File: src/rtl/csr_spmv_pkg.sv
// Shared constants and FSM state encoding for the CSR sparse matrix-vector engine.
package csr_spmv_pkg;

  localparam int DEF_DW = 32;
  localparam int DEF_AW = 32;
  localparam int DEF_RW = 16;

  typedef enum logic [2:0] {
    IDLE,
    RP0,
    RP1,
    FETCH,
    MUL,
    EMIT
  } state_t;

endpackage

File: src/rtl/csr_mac.sv
// Multiply-accumulate with synchronous clear; product and sum wrap at DW bits.
module csr_mac
  import csr_spmv_pkg::*;
#(
  parameter int DW = DEF_DW
) (
  input  logic          Clk,
  input  logic          Rst,
  input  logic          clr,
  input  logic          en,
  input  logic [DW-1:0] a,
  input  logic [DW-1:0] b,
  output logic [DW-1:0] acc
);

  always_ff @(posedge Clk or posedge Rst) begin
    if (Rst) begin
      acc <= '0;
    end else if (clr) begin
      acc <= '0;
    end else if (en) begin
      acc <= acc + a * b;
    end
  end

endmodule

File: src/rtl/csr_spmv_engine.sv
// CSR sparse matrix times dense vector engine: walks row pointers, accumulates
// val*vec per nonzero and streams one result per row in ascending row order.
module csr_spmv_engine
  import csr_spmv_pkg::*;
#(
  parameter int DW = DEF_DW,
  parameter int AW = DEF_AW,
  parameter int RW = DEF_RW
) (
  input  logic          Clk,
  input  logic          Rst,
  input  logic          start,
  input  logic [RW-1:0] num_rows,
  input  logic [AW-1:0] row_base,
  input  logic [AW-1:0] col_base,
  input  logic [AW-1:0] val_base,
  input  logic [AW-1:0] vec_base,
  output logic [AW-1:0] addr1,
  input  logic [DW-1:0] dataIn1,
  output logic [AW-1:0] addr2,
  input  logic [DW-1:0] dataIn2,
  output logic          res_valid,
  input  logic          res_ready,
  output logic [DW-1:0] res_data,
  output logic [RW-1:0] res_row,
  output logic          busy,
  output logic          done,
  output logic          err
);

  state_t        state;
  logic [RW-1:0] rows;
  logic [RW-1:0] r;
  logic [AW-1:0] rb, cb, vb, xb;
  logic [DW-1:0] k, end_ptr, col, val;
  logic [DW-1:0] acc;
  logic [DW:0]   k_next;
  logic [RW:0]   r_next;

  assign k_next = {1'b0, k} + (DW+1)'(1);
  assign r_next = {1'b0, r} + (RW+1)'(1);

  csr_mac #(.DW(DW)) u_mac (
    .Clk (Clk),
    .Rst (Rst),
    .clr (state == RP1),
    .en  (state == MUL),
    .a   (val),
    .b   (dataIn2),
    .acc (acc)
  );

  // Memory reads are combinational, so addresses are pure decodes of state.
  always_comb begin
    addr1 = '0;
    addr2 = '0;
    case (state)
      RP0:   addr1 = rb;
      RP1:   addr1 = rb + AW'(r) + AW'(1);
      FETCH: begin
        addr1 = cb + AW'(k);
        addr2 = vb + AW'(k);
      end
      MUL:   addr2 = xb + AW'(col);
      default: ;
    endcase
  end

  assign busy      = (state != IDLE);
  assign res_valid = (state == EMIT);
  assign res_data  = res_valid ? acc : '0;
  assign res_row   = res_valid ? r : '0;

  always_ff @(posedge Clk or posedge Rst) begin
    if (Rst) begin
      state   <= IDLE;
      rows    <= '0;
      r       <= '0;
      rb      <= '0;
      cb      <= '0;
      vb      <= '0;
      xb      <= '0;
      k       <= '0;
      end_ptr <= '0;
      col     <= '0;
      val     <= '0;
      done    <= 1'b0;
      err     <= 1'b0;
    end else begin
      done <= 1'b0;
      case (state)
        IDLE: begin
          if (start) begin
            rows <= num_rows;
            rb   <= row_base;
            cb   <= col_base;
            vb   <= val_base;
            xb   <= vec_base;
            r    <= '0;
            err  <= 1'b0;
            if (num_rows == '0) begin
              done <= 1'b1;
            end else begin
              state <= RP0;
            end
          end
        end
        RP0: begin
          k     <= dataIn1;
          state <= RP1;
        end
        // A row whose end pointer precedes its start is flagged and emitted as empty.
        RP1: begin
          end_ptr <= dataIn1;
          if (k < dataIn1) begin
            state <= FETCH;
          end else begin
            if (dataIn1 < k) err <= 1'b1;
            state <= EMIT;
          end
        end
        FETCH: begin
          col   <= dataIn1;
          val   <= dataIn2;
          state <= MUL;
        end
        MUL: begin
          k <= k + DW'(1);
          if (k_next < {1'b0, end_ptr}) state <= FETCH;
          else                          state <= EMIT;
        end
        EMIT: begin
          if (res_ready) begin
            r <= r + RW'(1);
            k <= end_ptr;
            if (r_next < {1'b0, rows}) begin
              state <= RP1;
            end else begin
              state <= IDLE;
              done  <= 1'b1;
            end
          end
        end
        default: state <= IDLE;
      endcase
    end
  end

endmodule

File: config.mk
export PLATFORM = sky130hd
export DESIGN_NAME = csr_spmv_engine
export DESIGN_NICKNAME = d
export VERILOG_FILES = /design/src/rtl/csr_spmv_pkg.sv /design/src/rtl/csr_mac.sv /design/src/rtl/csr_spmv_engine.sv
export SDC_FILE = /design/constraint.sdc
export NUM_CORES = 2
export LEC_CHECK = 0
export BUFFER_PORTS_ARGS = -buffer_cell sky130_fd_sc_hd__buf_2
export CORE_MARGIN = 8
export CORE_UTILIZATION = 36
export DETAILED_ROUTE_END_ITERATION = 6
export SYNTH_ARGS = -nofsm -noshare
export SYNTH_HDL_FRONTEND = slang
export SYNTH_SLANG_ARGS = --single-unit
File: constraint.sdc
create_clock -name Clk -period 18.9 [get_ports Clk]
set_input_delay 0 -clock Clk [delete_from_list [all_inputs] [get_ports Clk]]
set_output_delay 0 -clock Clk [all_outputs]
set_load 0.01 [all_outputs]
# Word-level counts from Yosys, hierarchy flattened
# Index checks and enable logic that the tools add are counted.
# classes
magnitude_cmp	4
mul	1
mux	27
addsub	10
n_reduce_logical	12
eq_ne	10
# op_table
operator	count
$pmux W32 S3	2
$add A32 B32 Y32	4
$mux W32	4
$add A32 B1 Y32 const B	2
$lt A32 B32 Y1	2
$pmux W32 S2	1
$mux W16	3
$add A32 B1 Y33 const B	1
$lt A33 B32 Y1	1
$add A32 B16 Y32	1
$mul A32 B32 Y32	1
$pmux W16 S2	1
$pmux W3 S6	1
$add A16 B1 Y17 const B	1
$lt A17 B16 Y1	1
$add A16 B1 Y16 const B	1
$logic_not A16 Y1	1
$mux W3	5
$ne A2 B2 Y1 const B	4
$mux W1	7
$eq A3 B2 Y1 const B	2
$eq A3 B3 Y1 const B	2
$reduce_and A3 Y1	2
$reduce_bool A2 Y1	3
other kinds (8)	11
# word_totals
elab_cells	78
reg_bits	325
output_inout_bits	116
inputBits	212

# Longest topological paths before layout
# logic_depth
ltp_word	5
mapped_depth	29
ltp_nobuf	27

# Hierarchy
# Synthesis repeated with hierarchy kept, for this count alone.
# unflattened
cells_unflattened	4692
hier_area_um2	39441.6
# modules_own_cells
module	n_inst	area_per_inst_um2	cells_each	seq_area_each_um2
csr_spmv_engine	1	21187.8	2676	7332.0
csr_mac	1	18253.8	2016	800.8

# Worst setup path after synthesis
# Ideal clock, no wire load.
# synth_path
kind	reg2reg
from	reg val[5]
to	reg u_mac.acc[31]
arrival_ns	7.055
stages_incl_launch_ff	28
t_required_ns	18.767
setup_slack_ns	11.712
setup_ns	0.133
period_less_slack_ns	7.188
n_path_buf	2
cell_sequence	dfrtp_1 -> clkbuf_1 -> clkbuf_1 -> nand2_1 -> fa_1 -> inv_1 -> fa_1 -> fa_1 -> inv_1 -> fa_1 -> inv_1 -> fa_1 -> ha_1 -> fa_1 -> inv_1 -> fa_1 -> inv_1 -> ha_1 -> a2111oi_0 -> o21ai_0 -> a21oi_1 -> nand2_1 -> o21ai_0 -> o21ai_0 -> a2111oi_0 -> o21bai_1 -> xnor2_1 -> o21ai_0
# synth_between
elab_chain_len	4
# synth_rtl
item	line_no	text
start: declaration	csr_spmv_engine.sv:35	logic [DW-1:0] k, end_ptr, col, val;
start signal: assignment	csr_spmv_engine.sv:124	val <= dataIn2;
$mul A32 B32 Y32	csr_mac.sv:22	acc <= acc + a * b;
$add A32 B32 Y32	csr_mac.sv:22	
$mux W32	csr_mac.sv:21	end else if (en) begin
$mux W32	csr_mac.sv:19	end else if (clr) begin
end signal: assignment	csr_mac.sv:22	
end: declaration	csr_mac.sv:13	output logic [DW-1:0] acc
# Every way passes these cells. The select of a mux whose other input is x is not followed.
# A chain may end at the register's enable or synchronous reset.

# Final worst setup path
# layout_path
from	reg val[6]
to	reg u_mac.acc[31]
# The elaborated chain is that of the path after synthesis.

==> run metrics <==
crit path DAT=8990 ps; Final Hold Fails=0; Die ar.=0.118 sq mm; post-DP HPWL=100000 um; vias=33600; #FFs+latches synth=325; antenna violations before repair=17; DR vias/cell=5.18; Syn. warnings=0; share of layout cells above drive strength 1=9.14%; post-cts sizing count=0; Port-buffer cells=327; ys flop type=dfrtp_1; most common cell after layout, fill and taps aside=nand2_1; worst slack, placed=10550 ps; CTS tree=done; clock tree buffer depth=3; worst-case clock skew=23.9 ps; area of the multi-input gates=0.0275 sq mm; Num CTS Buffers=43; worst slew pin tran=1270 ps; FF/Latch Area=0.00814 sq mm; Die Wd=344 um; Routed wire per std cell=20.4 um; Worst-Skew Late Latency=600 ps; final wirelength=132000 um; CP Launch Type=register; post-route clock period utilization=44.9%; first-pass GRT wire length=206000 um; Slew Viols, Final=0; net count after synthesis=5573; IO Pins=328; Final TNS setup=0 ps; Critical Path RT=19400 ps; # Max-Cap Violations=0; DRC=0; initial core utilization=36.2%; post-synthesis cell type count=85; Area Growth Syn to Fin=17.4%; FFs w/ async S/R, synth=100%; Final setup viols=0; Die H=344 um; Final GP Congestion=0.925; global route overflow=0; core area=0.107 sq mm; filler instances=10700; crit path kind=register to register; GRT Total Usage=22.3%; number of global-route vias before repair=34600; RSZ-0062 raised after global routing=false; status=completed; router iterations before antenna repair=5; CP Capture Type=register; maximum clock rate=0.118 GHz; Row Count=120; Rel. slew slack=15.2%; post-route setup slack=10410 ps; Period minus WS final=8490 ps; post-route antenna net violation count=0; CTS clk-pin slew, worst paths=70 ps; most frequent cells in the layout=nand2_1 (998), inv_1 (620), fa_1 (442), buf_2 (327), dfrtp_1 (324); Cells after Synth=4606; number of synthesized flops with an enable pin=0; post-synthesis cell area=0.0387 sq mm; Layout Nets=6009; largest net degree at the start of global routing=85; fraction of the yosys area taken by sequential cells=21.0%; Hold Path Class=input port to asynchronous set/reset pin; CTS root buf=clkbuf_16; # H-tree levels=2; DRT iter0 DRCs=2641; Avg Inst Size Synth=8.40 sq um; clock sinks=325; Max Fanout on Critical Path=27
Yosys cell counts (all sizes together), types with 5 or more instances:
cell	number	area share [%]
a31oi	35	0.57
a32o	5	0.13
nor4	8	0.15
o31ai	10	0.27
o21bai	20	0.39
xor2	74	1.7
fa	442	23
nor2b	26	0.42
ha	313	10
nand2	1002	9.7
nand2b	20	0.32
o22ai	28	0.45
o21a	26	0.50
a21oi	144	1.9
a22oi	12	0.23
buf	7	0.10
xnor2	144	3.3
nor3	68	0.88
or3	11	0.18
nor2	155	1.5
o21ai	212	2.8
o211ai	24	0.48
a22o	17	0.38
nand3	46	0.59
a41oi	5	0.11
and2	321	5.2
and3	47	0.76
inv	622	6.0
nand4	28	0.45
a21o	66	1.3
mux2i	14	0.36
dfrtp	325	21
a211oi	26	0.58
a211o	15	0.34
clkbuf	204	2.1
a21boi	8	0.16
o2111ai	5	0.11
what timing repair did:
action / in CTS / in global routing
hold endpoints to repair: 356 / 0
hold buffers: 244 / 0
setup buffers: 0 / 0
per-layer routing:
metal	global-route usage, %	up-vias	part of all wire, %
met1	29.8	16600	43
met4	7.60	14	3.9
li1	-	15600	-
met3	3.86	251	6.6
met2	36.3	1118	46
met5	0	-	0.067
final timing paths:
check | depth (start not counted) | from | endpoint | slack, ps
max | 25 | val[6] | u_mac.acc[31] | 10410
min reg2reg | 2 | col[22] | col[22] | 480
min | 3 | Rst | val[6] | 60
max in group asynchronous | 6 | Rst | xb[24] | 15830
min in group Clk | 4 | row_base[28] | rb[28] | 120
max reg2reg | 25 | val[6] | u_mac.acc[31] | 10410
registers in the layout, indices dropped and copies added, names as in the netlist, 3 cells and up:
name / cells
rb: 32
cb: 32
k: 32
rows: 16
col: 32
val: 32
r: 16
state: 3
u_mac.acc: 32
end_ptr: 32
xb: 32
vb: 32
critical path, stage by stage, from the launching register on:
cell and delay, ps:
dfrtp_1 1190, nand2_1 180, fa_1 570, inv_1 50
fa_1 400, fa_1 550, inv_1 60, fa_1 530
inv_1 50, fa_1 460, ha_1 340, fa_1 540
inv_1 60, fa_1 530, inv_1 50, ha_1 340
a2111oi_0 470, o21ai_0 210, a21oi_1 170, nand2_1 110
o21ai_0 310, o21ai_0 310, a2111oi_0 500, o21bai_1 140
xnor2_1 140, o21ai_0 150
metrics by stage:
step | utilization, % | hold slack (ps) | std cells | cell area (sq um)
5_1_grt | 42.5 | 113 | 6480 | 45400
4_1_cts | 42.5 | 90.4 | 6477 | 45400
2_1_floorplan | - | 105 | 4606 | 38700
3_3_place_gp | 38.9 | 179 | 6156 | 41600
6_report | 42.5 | 59.3 | 6484 | 45400
3_5_place_dp | 38.9 | 184 | 6156 | 41600
area by class of cell:
type,instances,share of cell area [%]
Timing Repair Buffer,602,9.49
Antenna cell,7,0.0386
Clock inverter,12,0.231
Clock buffer,65,2.88
Tap cell,1403,3.86
Inverter,622,5.16
Sequential cell,325,17.9
Multi-Input combinational cell,3448,60.4
cells by family (layout without fill, tap and decap cells):
logic type               Yosys count  in the layout  share of synthesized area [%]
XOR/XNOR                         218            218                           4.93
flip-flops                       325            325                           21.0
AO/OA/AOI/OAI                    710            710                           11.9
AND/OR/NAND/NOR                 1750           1750                           20.5
adder cells (fa/ha/maj)          755            755                           33.0
buffers and inverters            833           1301                           8.19
multiplexers                      15             15                          0.391
other                              0              7                              0
Power is not shown: default switching activity piles up to over one toggle a cycle in this logic, so the estimate is an artifact.
